## src/rtl/alu_arbiter.sv

```systemverilog
// Two-requester round-robin arbiter feeding a one-deep issue stage in front of a shared
// 4-bit ALU, with one held response slot per requester. Optional: ALU_ARB_OVF_STICKY_EN.
module alu_arbiter #(
  parameter int PRIO_INIT = 0
) (
  input  logic       clk,
  input  logic       rst,
  input  logic       req0_valid,
  output logic       req0_ready,
  input  logic [2:0] req0_op,
  input  logic [3:0] req0_a,
  input  logic [3:0] req0_b,
  input  logic       req1_valid,
  output logic       req1_ready,
  input  logic [2:0] req1_op,
  input  logic [3:0] req1_a,
  input  logic [3:0] req1_b,
  output logic       rsp0_valid,
  input  logic       rsp0_ready,
  output logic [3:0] rsp0_result,
  output logic       rsp0_overflow,
  output logic       rsp0_zero,
  output logic       rsp1_valid,
  input  logic       rsp1_ready,
  output logic [3:0] rsp1_result,
  output logic       rsp1_overflow,
  output logic       rsp1_zero,
  output logic [2:0] alu_op,
  output logic [3:0] alu_a,
  output logic [3:0] alu_b,
  input  logic [3:0] alu_result,
  input  logic       alu_overflow,
  input  logic       alu_zero,
  output logic       busy
`ifdef ALU_ARB_OVF_STICKY_EN
  ,
  output logic       ovf_sticky0,
  output logic       ovf_sticky1,
  input  logic       ovf_clr
`endif
);

  logic [1:0] w_req_valid;
  logic [1:0] w_rsp_ready;
  logic [2:0] w_req_op [2];
  logic [3:0] w_req_a  [2];
  logic [3:0] w_req_b  [2];

  assign w_req_valid = {req1_valid, req0_valid};
  assign w_rsp_ready = {rsp1_ready, rsp0_ready};
  assign w_req_op[0] = req0_op;
  assign w_req_op[1] = req1_op;
  assign w_req_a[0]  = req0_a;
  assign w_req_a[1]  = req1_a;
  assign w_req_b[0]  = req0_b;
  assign w_req_b[1]  = req1_b;

  logic       r_iss_valid;
  logic       r_iss_owner;
  logic [2:0] r_iss_op;
  logic [3:0] r_iss_a;
  logic [3:0] r_iss_b;
  logic       r_last;

  logic [1:0] w_inflight;
  logic [1:0] w_elig;
  logic [1:0] w_full;
  logic [3:0] w_res [2];
  logic [1:0] w_ovf;
  logic [1:0] w_zero;
  logic       w_grant_any;
  logic       w_grant_id;

  // The issue stage always drains in one cycle, so the slot capture is simply "inflight".
  // A slot is guaranteed empty at capture because the grant required it empty or draining.
  for (genvar gi = 0; gi < 2; gi++) begin : g_slot
    logic       r_full;
    logic [3:0] r_res;
    logic       r_ovf;
    logic       r_zero;

    assign w_inflight[gi] = r_iss_valid && (r_iss_owner == 1'(gi));
    assign w_elig[gi]     = w_req_valid[gi] && !w_inflight[gi]
                            && (!r_full || w_rsp_ready[gi]);

    always_ff @(posedge clk) begin
      if (rst) begin
        r_full <= 1'b0;
        r_res  <= 4'd0;
        r_ovf  <= 1'b0;
        r_zero <= 1'b0;
      end else if (w_inflight[gi]) begin
        r_full <= 1'b1;
        r_res  <= alu_result;
        r_ovf  <= alu_overflow;
        r_zero <= alu_zero;
      end else if (r_full && w_rsp_ready[gi]) begin
        r_full <= 1'b0;
      end
    end

    assign w_full[gi] = r_full;
    assign w_res[gi]  = r_res;
    assign w_ovf[gi]  = r_ovf;
    assign w_zero[gi] = r_zero;
  end

  always_comb begin
    w_grant_any = (|w_elig) && !rst;
    w_grant_id  = (&w_elig) ? ~r_last : w_elig[1];
  end

  assign req0_ready = w_grant_any && !w_grant_id;
  assign req1_ready = w_grant_any && w_grant_id;

  // r_last holds the most recent winner; resetting it to the other requester hands the
  // first tie to PRIO_INIT.
  always_ff @(posedge clk) begin
    if (rst) begin
      r_iss_valid <= 1'b0;
      r_iss_owner <= 1'b0;
      r_iss_op    <= 3'd0;
      r_iss_a     <= 4'd0;
      r_iss_b     <= 4'd0;
      r_last      <= (PRIO_INIT == 0);
    end else begin
      r_iss_valid <= w_grant_any;
      if (w_grant_any) begin
        r_iss_owner <= w_grant_id;
        r_iss_op    <= w_req_op[w_grant_id];
        r_iss_a     <= w_req_a[w_grant_id];
        r_iss_b     <= w_req_b[w_grant_id];
        r_last      <= w_grant_id;
      end
    end
  end

  assign alu_op = r_iss_valid ? r_iss_op : 3'd0;
  assign alu_a  = r_iss_valid ? r_iss_a  : 4'd0;
  assign alu_b  = r_iss_valid ? r_iss_b  : 4'd0;

  assign rsp0_valid    = w_full[0];
  assign rsp0_result   = w_res[0];
  assign rsp0_overflow = w_ovf[0];
  assign rsp0_zero     = w_zero[0];
  assign rsp1_valid    = w_full[1];
  assign rsp1_result   = w_res[1];
  assign rsp1_overflow = w_ovf[1];
  assign rsp1_zero     = w_zero[1];

  assign busy = r_iss_valid || (|w_full);

`ifdef ALU_ARB_OVF_STICKY_EN
  logic [1:0] r_sticky;

  // A capture with overflow sets its flag even on a clearing edge.
  always_ff @(posedge clk) begin
    if (rst) begin
      r_sticky <= 2'b00;
    end else begin
      r_sticky <= (ovf_clr ? 2'b00 : r_sticky) | (w_inflight & {2{alu_overflow}});
    end
  end

  assign ovf_sticky0 = r_sticky[0];
  assign ovf_sticky1 = r_sticky[1];
`endif

endmodule

```

## config.mk

```make
export PLATFORM = sky130hd
export DESIGN_NAME = alu_arbiter
export DESIGN_NICKNAME = d
export VERILOG_FILES = /design/src/rtl/alu_arbiter.sv
export SDC_FILE = /design/constraint.sdc
export NUM_CORES = 1
export LEC_CHECK = 0
export CORE_ASPECT_RATIO = 0.9
export CORE_MARGIN = 2
export CORE_UTILIZATION = 35
export DETAILED_ROUTE_END_ITERATION = 8
export GPL_TIMING_DRIVEN = 0
export HOLD_SLACK_MARGIN = 0.06
export PLACE_DENSITY_LB_ADDON = 0.12
export SYNTH_ARGS = -nofsm -noshare
export SYNTH_HDL_FRONTEND = slang
export SYNTH_SLANG_ARGS = --single-unit
export TNS_END_PERCENT = 20
```

## constraint.sdc

```tcl
create_clock -name clk -period 1.5 [get_ports clk]
set_input_delay 0.3 -clock clk [delete_from_list [all_inputs] [get_ports clk]]
set_output_delay 0.3 -clock clk [all_outputs]
set_load 0.05 [all_outputs]
```

==> metrics.txt <==
# TYPE chip_impl_metric gauge
chip_impl_info{name="outcome",value="finished, violations left"} 1
chip_impl_info{name="violations",value="negative setup slack"} 1
chip_impl_metric{name="drt-wirelength-per-cell",unit="µm"} 14.8
chip_impl_metric{name="final_cell_area",unit="µm²"} 2260
chip_impl_metric{name="synthesized_area_divided_by_synthesized_cell_count",unit="µm²"} 9.50
chip_impl_metric{name="floorplan.die_area",unit="µm²"} 3990
chip_impl_info{name="postSynth.topFlopCell",value="sky130_fd_sc_hd__dfxtp_1"} 1
chip_impl_metric{name="critical-path-max-stage-delay",unit="ps"} 420
chip_impl_metric{name="layout-drive-gt1-share",unit="%"} 35.1
chip_impl_metric{name="post_cts_hold_buffer_count",unit=""} 0
chip_impl_metric{name="timing.clock.skew",unit="ps"} 9.24
chip_impl_info{name="most-common-layout-cells",value="31 x sky130_fd_sc_hd__clkdlybuf4s50_1, 24 x sky130_fd_sc_hd__dfxtp_1, 19 x sky130_fd_sc_hd__nand2_1"} 1
chip_impl_metric{name="routed_via_density",unit=""} 5.02
chip_impl_metric{name="first_pass_iters",unit=""} 4
chip_impl_metric{name="combinational_cell_fraction_of_total_power",unit="%"} 34.3
chip_impl_metric{name="drt.antenna.violating_nets",unit=""} 0
chip_impl_metric{name="grt_pass1_wl",unit="mm"} 5.74
chip_impl_metric{name="synth.distinct_cells",unit=""} 25
chip_impl_metric{name="fp-row-count",unit=""} 20
chip_impl_metric{name="intPower",unit="mW"} 1.31
chip_impl_metric{name="worst-slew-pin-transition",unit="ps"} 504
chip_impl_metric{name="multi_input_area",unit="µm²"} 703
chip_impl_metric{name="maxSlewHeadroom",unit="%"} 66.5
chip_impl_metric{name="cts_buffer_depth",unit=""} 2
chip_impl_metric{name="floorplan_core_area",unit="µm²"} 3350
chip_impl_metric{name="synth_seq_area_share",unit="%"} 45.8
chip_impl_metric{name="pin_count",unit=""} 62
chip_impl_metric{name="period_needed",unit="ps"} 1830
chip_impl_metric{name="pwr_density_cell",unit="nW/µm²"} 853
chip_impl_metric{name="start_util",unit="%"} 36.5
chip_impl_metric{name="htreeDepth",unit=""} 1
chip_impl_metric{name="vias_in_the_first_global_route",unit=""} 1274
chip_impl_metric{name="routed_wirelength",unit="mm"} 3.72
chip_impl_metric{name="timing_max_transition_violations_final",unit=""} 0
chip_impl_metric{name="die_h",unit="µm"} 60.1
chip_impl_metric{name="fin_tns_setup",unit="ps"} -2080
chip_impl_metric{name="grt_start_max_net_pins",unit=""} 16
chip_impl_metric{name="setup_slack",unit="ps"} -335
chip_impl_metric{name="reported_net_switching_power",unit="µW"} 616
chip_impl_metric{name="antenna_cells",unit=""} 0
chip_impl_metric{name="irDropWorstVdd",unit="V"} 0.000464
chip_impl_metric{name="clk_pin_slew_worst_paths",unit="ps"} 100
chip_impl_info{name="clock_tree.root_cell",value="sky130_fd_sc_hd__clkbuf_8"} 1
chip_impl_metric{name="fill_cells",unit=""} 294
chip_impl_info{name="path_cells",value="nand2b_4 > buf_6 > and3_4 > a211oi_4 > buf_8"} 1
chip_impl_metric{name="hold_violations",unit=""} 0
chip_impl_metric{name="post-route-util",unit="%"} 67.4
chip_impl_metric{name="synth-seq-cells",unit=""} 28
chip_impl_metric{name="switching_share",unit="%"} 32.0
chip_impl_metric{name="die-width",unit="µm"} 66.4
chip_impl_info{name="critical_path.slowest_cell",value="sky130_fd_sc_hd__dfxtp_4"} 1
chip_impl_metric{name="port-buffer-count",unit=""} 61
chip_impl_metric{name="fin_nets",unit=""} 243
chip_impl_metric{name="mapped_nets",unit=""} 163
chip_impl_metric{name="max_cap_viol_count",unit=""} 0
chip_impl_metric{name="grt-ovfl-total",unit=""} 0
chip_impl_info{name="cts_tree",value="yes"} 1
chip_impl_metric{name="critPathMaxFanout",unit=""} 4
chip_impl_metric{name="clkPwrFrac",unit="%"} 21.9
chip_impl_metric{name="synth.cell_area",unit="µm²"} 1220
chip_impl_metric{name="max_freq",unit="MHz"} 545
chip_impl_metric{name="finish_stage_setup_viols",unit=""} 22
chip_impl_metric{name="cp_data_arrival_time",unit="ps"} 1530
chip_impl_metric{name="cts_made_buffers",unit=""} 3
chip_impl_metric{name="power.share.sequential",unit="%"} 43.8
chip_impl_metric{name="total_power",unit="mW"} 1.93
chip_impl_info{name="rsz0062_at_grt",value="true"} 1
chip_impl_metric{name="yosys_warnings",unit=""} 0
chip_impl_metric{name="place_hpwl",unit="mm"} 2.49
chip_impl_info{name="final_common_cell",value="sky130_fd_sc_hd__clkdlybuf4s50_1"} 1
chip_impl_metric{name="period_share",unit="%"} 122
chip_impl_metric{name="grt.total_usage",unit="%"} 19.1
chip_impl_metric{name="grt_antenna_before_repair",unit=""} 0
chip_impl_metric{name="ys_async_sr_fraction",unit="%"} 0
chip_impl_metric{name="insertion_delay_to_the_later_sink_of_the_worst_skew_pair",unit="ps"} 280
chip_impl_metric{name="placed_area",unit="µm²"} 1910
chip_impl_info{name="setup.worst_path.end_class",value="primary output"} 1
chip_impl_metric{name="routabilityCongestion",unit=""} 0.762
chip_impl_metric{name="cts_sinks",unit=""} 28
chip_impl_info{name="timing_worst_setup_path_type",value="reg2out"} 1
chip_impl_metric{name="static-leakage-power",unit="nW"} 0.936
chip_impl_metric{name="synthesis.instances",unit=""} 129
chip_impl_metric{name="edff_count_synth",unit=""} 0
chip_impl_metric{name="crit_required",unit="ps"} 1200
chip_impl_info{name="timing.critical_path.from_type",value="flop"} 1
chip_impl_metric{name="drt_first_iter_violations",unit=""} 52
chip_impl_metric{name="critical_path.n_buffers_inverters",unit=""} 2
chip_impl_info{name="type_of_the_tightest_min_delay_check",value="in2reg"} 1
chip_impl_metric{name="detailroute.via_count",unit=""} 1264
chip_impl_metric{name="remaining_design_rule_violation_count",unit=""} 0
chip_impl_metric{name="area_occupied_by_registers",unit="µm²"} 573
chip_impl_info{name="critical-path-top-delay-family",value="flip-flops"} 1
chip_impl_metric{name="layout-area-overhead-vs-synth",unit="%"} 84.4
[cell usage after synthesis (2+ instances only)]
library cell,count,area [µm²]
sky130_fd_sc_hd__a21oi_1,16,80.1
sky130_fd_sc_hd__a221o_1,11,110
sky130_fd_sc_hd__and2_1,11,68.8
sky130_fd_sc_hd__buf_2,3,15.0
sky130_fd_sc_hd__buf_4,2,15.0
sky130_fd_sc_hd__buf_6,3,33.8
sky130_fd_sc_hd__clkbuf_1,2,7.51
sky130_fd_sc_hd__dfxtp_1,28,561
sky130_fd_sc_hd__nand2_1,19,71.3
sky130_fd_sc_hd__nand2b_1,2,12.5
sky130_fd_sc_hd__nand3_1,7,35.0
sky130_fd_sc_hd__nor2b_1,2,12.5
sky130_fd_sc_hd__nor4b_1,11,96.3
[final timing paths]
check	start	to	slack, ps	cells past startpoint
setup / recovery	r_iss_valid$_SDFF_PP0_	req1_ready	-330	5
hold / removal	rsp0_ready	rsp0_valid$_SDFFE_PP0P_	440	4
setup reg to reg	rsp1_valid$_SDFFE_PP0P_	r_iss_op[0]$_SDFFE_PP0P_	-60	6
hold reg to reg	rsp0_result[1]$_SDFFE_PP0P_	rsp0_result[1]$_SDFFE_PP0P_	460	2
[stage by stage]
stage	worst slack, ps	hold WS, ps	cells
5_1_grt	-391	462	252
4_1_cts	-374	457	249
6_report	-335	438	252
3_5_place_dp	-1160	446	234
2_1_floorplan	-81.4	436	129
3_3_place_gp	-1150	441	234
[state kept, by name (all words and copies together) (netlist names), 3 cells and up]
name         count
r_iss_op         3
r_iss_a          4
r_iss_b          4
rsp0_result      4
rsp1_result      4
[logic make-up (layout without fill, tap and decap cells)]
kind of cell,count (synthesis),in the layout,share of synthesized area [%]
simple gates,60,60,29.6
compound gates,30,30,18.5
flops,28,28,45.8
buf+inv,11,90,6.13
[layer usage]
metal | vias to the layer above | part of all wire, % | GRT usage, % | wire, µm
li1 | 630 | - | - | -
met1 | 587 | 44 | 24.4 | 1640
met2 | 43 | 50 | 33.4 | 1860
met3 | 4 | 5.0 | 2.45 | 185
met4 | 0 | 0.91 | 6.12 | 34
met5 | - | 0 | 0 | 0
[worst register-to-register path, cell delays in order, from the launching register on]
cell and delay [ps]:
sky130_fd_sc_hd__dfxtp_4 350, sky130_fd_sc_hd__nor2b_4 130, sky130_fd_sc_hd__and4bb_1 310, sky130_fd_sc_hd__nor3_2 70, sky130_fd_sc_hd__buf_6 130, sky130_fd_sc_hd__buf_6 130, sky130_fd_sc_hd__a221o_1 350
[cell type report]
type	instances	share of cell area, %
flip-flops and latches	28	25.4
plain buffers	10	5.10
well taps	44	2.44
clock buffers	3	1.83
repair buffers	76	34.0
multi-input cells	90	31.1
clock inverters	1	0.166
[power by group through the flow]
stage,clock (mW),combinational (mW),sequential (mW)
2_1_floorplan,0,0.270,0.910
3_3_place_gp,0,0.543,0.846
3_5_place_dp,0,0.550,0.850
4_1_cts,0.415,0.628,0.839
5_1_grt,0.460,0.694,0.851
6_report,0.422,0.661,0.844
[repair_timing]
item / 4_1_cts / 5_1_grt
resized for setup: 141 / 26
hold endpoints to repair: 0 / 0
endpoints found under the setup margin: 48 / 26
pin swaps: 11 / 9
gates cloned: 1 / 0
setup buffers: 10 / 4
Note: power is estimated with default switching activity, not from simulation.
==> variant 1, RTL diff (config.mk and constraints unchanged) <==
Add a define of `ALU_ARB_OVF_STICKY_EN`.
--- a/src/rtl/alu_arbiter.sv
+++ b/src/rtl/alu_arbiter.sv
@@ -1,4 +1,6 @@
 // Two-requester round-robin arbiter feeding a one-deep issue stage in front of a shared
 // 4-bit ALU, with one held response slot per requester. Optional: ALU_ARB_OVF_STICKY_EN.
+`define ALU_ARB_OVF_STICKY_EN
+
 module alu_arbiter #(
   parameter int PRIO_INIT = 0
Interface: changed (added ovf_clr, ovf_sticky0 and ovf_sticky1); port bits go from 62 to 65. The function was not compared with the original's and may differ.
==> variant 1 against the original RTL <==
- the flow still finishes with violations (negative setup slack)
- count of clock-buffer cells in the layout is 4 higher
- critical path depth is the same
- first-iteration DRC count rose by 48%
- total power is 14% higher
- hold slack gained 0.018 ns
- setup slack improved by 0.057 ns
- wire length rose by 1.5%
- sequential cell count rose by 2
- final area is 2.4% higher
- area after synthesis is 4.8% higher
- maximum frequency up 3.2%
==> variant 1: results (changes against the original RTL) <==
----------------------------------------------------
[Finish]
  Post-layout nets ... 258 (+6.2%)
  Share of post-route cells with drive strength above 1 ... 0.308 (-0.0429)

[Detailed routing]
  Via count of the routed design ... 1337 (+5.8%)
  Via density per instance ... 4.99 (-0.54%)
  DR iter-0 viols ... 77 (+48%)
  Average wire per standard cell ... 14.1 um (-4.6%)

[Critical path]
  WP data arrival ... 1.48 ns (-0.05 ns)
  Register-to-register setup slack ... -0.14 ns (-0.08 ns)
  Crit-path max FO ... 2 (-2)

[STA]
  Final critical-path setup slack ... -0.278 ns (+0.0565 ns)
  Final setup viols ... 25 (+14%)

[Worst hold path]
  Class of the tightest hold or removal check ... flop to flop
  Hold Path Stages ... 2 (-2)

[Logic synthesis]
  Portion of the post-synthesis area used by sequential elements ... 0.468 (+0.0102)
  Cells taking the most area after synthesis ... sky130_fd_sc_hd__dfxtp_1, sky130_fd_sc_hd__a221o_1, sky130_fd_sc_hd__nand2_1
  Synthesized Nets ... 173 (+6.1%)
  Number of distinct standard cells referenced by the synthesized netlist ... 24 (-4.0%)

[Power]
  Seq power ... 897 uW (+6.3%)
  Peak supply drop ... 674 uV (+45%)
  Leak ... 0.000978 uW (+4.4%)
  Clk pwr share ... 0.296 (+0.077)

[Run status]
  Failing checks ... negative setup slack
  Status ... finished, violations left

[Clocking]
  TritonCTS buffer count ... 5 (+2)
  H-tree depth reported by CTS ... 2 (+1)
  Clock transition at the register clock pins on the worst setup and hold paths after CTS ... 0.06 ns (-0.04 ns)

[Global route]
  Overall fraction of global-route tracks in use ... 0.199 (+0.00808)

[Placement]
  Cell count after placement ... 246 (+5.1%)
  Final weighted congestion in routability-driven placement ... 0.769 (+0.92%)

----------------------------------------------------
## variant 1: changes by cell type after synthesis, moves of 2 or more
cell	change
sky130_fd_sc_hd__dfxtp_1	+2
sky130_fd_sc_hd__nand2_1	+8
sky130_fd_sc_hd__inv_1	+2
sky130_fd_sc_hd__nand3_1	-7
sky130_fd_sc_hd__nand2b_1	+2
sky130_fd_sc_hd__nor2_1	+3
## variant 1: cell families (layout without fill, tap and decap cells)
family / count (synthesis) / count (layout) / synth area share
DFF: 30 / 30 / 0.468
buffers and inverters: 12 / 98 / 0.0546
and+or+nand+nor: 66 / 66 / 0.314
AOI/OAI and AO/OA: 30 / 30 / 0.164
## variant 1: metrics by stage
step	worst slack (ns)	hold slack [ns]	setup TNS, ns	total power (uW)
floorplan	-0.0255	0.396	-0.216	1240
global placement	-1.17	0.443	-14.78	1460
detailed placement	-1.18	0.454	-15.32	1470
CTS	-0.307	0.451	-4.10	2180
global route	-0.307	0.476	-4.76	2310
finish	-0.278	0.456	-3.62	2190
## variant 1: repair_timing
action / in CTS / in global routing
setup endpoints to repair: 50 / 40
cloned: 0 / 0
gates resized for setup: 119 / 22
pin swaps: 8 / 5
buffers inserted: 13 / 3
## variant 1: critical path, cell delays in order
cell and delay [ns]:
sky130_fd_sc_hd__clkdlybuf4s50_1 0.50, sky130_fd_sc_hd__nor3b_4 0.21, sky130_fd_sc_hd__o211a_1 0.23, sky130_fd_sc_hd__buf_8 0.11
sky130_fd_sc_hd__buf_8 0.13
## variant 1: final cells by class
| type | instances | area share |
|---|---|---|
| Clock inverter | 1 | 0.00216 |
| Buffer | 8 | 0.0298 |
| Clock buffer | 7 | 0.0373 |
| Sequential cell | 30 | 0.264 |
| Inverter | 2 | 0.00325 |
| Timing Repair Buffer | 80 | 0.337 |
| Tap cell | 44 | 0.0238 |
| Multi-Input combinational cell | 96 | 0.302 |
## variant 1: how the worst max path moves through the flow
stage	depth (start not counted)	startpoint	slack, ns	endpoint
finish	5	req1_valid	-0.28	req1_ready
global route	5	r_iss_valid	-0.31	req1_ready
CTS	5	r_iss_valid	-0.31	req0_ready
detailed placement	6	rsp1_ready	-1.18	req1_ready
global placement	6	rsp1_ready	-1.17	req1_ready
floorplan	6	r_iss_owner	-0.03	r_iss_a[0]
## variant 1: metal layers
metal | track usage | vias up | part of all wire
met3 | 0.0512 | 6 | 0.074
met2 | 0.324 | 50 | 0.46
met5 | 0 | - | 0
met1 | 0.248 | 619 | 0.45
met4 | 0.0943 | 0 | 0.015
li1 | - | 662 | -
==> variant 2, RTL diff (config.mk and constraints unchanged) <==
Made on the original files. Register the outputs `rsp0_overflow` and `rsp1_overflow`, without a reset; this adds one clock of latency there. The other outputs are not delayed to match.
--- a/src/rtl/alu_arbiter.sv
+++ b/src/rtl/alu_arbiter.sv
@@ -142,9 +142,11 @@
   assign rsp0_valid    = w_full[0];
   assign rsp0_result   = w_res[0];
-  assign rsp0_overflow = w_ovf[0];
   assign rsp0_zero     = w_zero[0];
   assign rsp1_valid    = w_full[1];
   assign rsp1_result   = w_res[1];
-  assign rsp1_overflow = w_ovf[1];
+  always_ff @(posedge clk) begin
+    rsp0_overflow <= w_ovf[0];
+    rsp1_overflow <= w_ovf[1];
+  end
   assign rsp1_zero     = w_zero[1];
 
Function: changed (a bounded check fails within 4 cycles, from zero or initial values and one cycle with rst high).
==> variant 2 against the original RTL <==
- the run still ends with negative setup slack left
- final area grew 5.9%
- total power increased by 31%
- hold slack got worse by 0.085 ns
- sequential share of layout area up 0.27 points
- area after synthesis increased by 3.3%
- sequential cell count up 2
- wire length increased by 2.9%
- setup slack gained 0.017 ns
- largest power group is now clock
==> variant 2: results (changes against the original RTL) <==
----------------------------------------------------
[Run status]
  Status ... finished, violations left
  Failing checks ... negative setup slack

[Placement]
  Dpl cell area ... 0.00195 mm2 (+2.1%)
  Cell count after placement ... 236 (+0.85%)

[Clocking]
  H-tree depth reported by CTS ... 2 (+1)
  Clock transition at the register clock pins on the worst setup and hold paths after CTS ... 0.06 ns (-0.04 ns)
  Post-CTS repair timing setup buffer count ... 11 (+1)
  TritonCTS buffer count ... 5 (+2)

[Power]
  Leak ... 0.00102 uW (+8.5%)

[Critical path]
  Source of the critical timing path ... rsp1_valid
  Critical R2R Capture ... r_iss_op[1]
  Crit-path max FO ... 3 (-1)

[Logic synthesis]
  Synthesized-area fraction occupied by ao, oa, aoi and oai cells ... 0.179 (-0.00585)
  Leading cell types by count after synthesis ... sky130_fd_sc_hd__dfxtp_1, sky130_fd_sc_hd__nand2_1, sky130_fd_sc_hd__a21oi_1
  Cells taking the most area after synthesis ... sky130_fd_sc_hd__dfxtp_1, sky130_fd_sc_hd__a221o_1, sky130_fd_sc_hd__nor4b_1
  Number of standard cells after synthesis ... 131 (+1.6%)

[Finish]
  Post-layout nets ... 249 (+2.5%)
  Fin cells ... 260 (+3.2%)
  Filler instances ... 249 (-15%)

[Detailed routing]
  Via count of the routed design ... 1331 (+5.3%)
  Met2 Routed Length ... 1890 um (+1.9%)
  DR iter-0 viols ... 83 (+60%)
  Metal1 wirelength ... 1680 um (+2.1%)

[STA]
  Final setup viols ... 22 (unchanged)
  Skew final ... 0.0100 ns (+0.000798 ns)
  Fin Setup TNS ... -1.27 ns (+0.804 ns)
  Final critical-path setup slack ... -0.318 ns (+0.0166 ns)
  Max-slew headroom ... 0.676 (+0.0114)

[Worst hold path]
  Worst Hold Path EP ... rsp0_overflow
  Beginning of the worst hold path ... g_slot[0].r_ovf

[Global route]
  Maximum number of pins on one net before global-route repair ... 11 (-5)
  Global-route wire length before repair ... 5950 um (+3.6%)
  Global-route met2 utilization ... 0.341 (+0.00659)

----------------------------------------------------
==> variant 2: changes by cell type in the layout (fill, tap and decap cells not counted), moves of 2 or more <==
cell                              change
sky130_fd_sc_hd__nor4b_2              -4
sky130_fd_sc_hd__dfxtp_1              +2
sky130_fd_sc_hd__dlygate4sd2_1        +2
sky130_fd_sc_hd__buf_6                -7
sky130_fd_sc_hd__clkdlybuf4s50_1      -2
sky130_fd_sc_hd__buf_8                +7
sky130_fd_sc_hd__buf_4                +6
sky130_fd_sc_hd__nor4b_1              +4
==> variant 2: area by class of cell <==
cell class,count,area share
Buffer,9,0.0377
Clock buffer,7,0.0450
Clock inverter,1,0.0126
Multi-Input combinational cell,90,0.286
Sequential cell,30,0.256
Tap cell,44,0.0230
Timing Repair Buffer,79,0.339
==> variant 2: power breakdown <==
part	switching, uW	leakage [uW]	internal [uW]	total [uW]
Clock	306	0.0000696	641	947
Combinational	342	0.000698	329	671
Sequential	40.0	0.000249	859	899
Total	688	0.00102	1830	2520
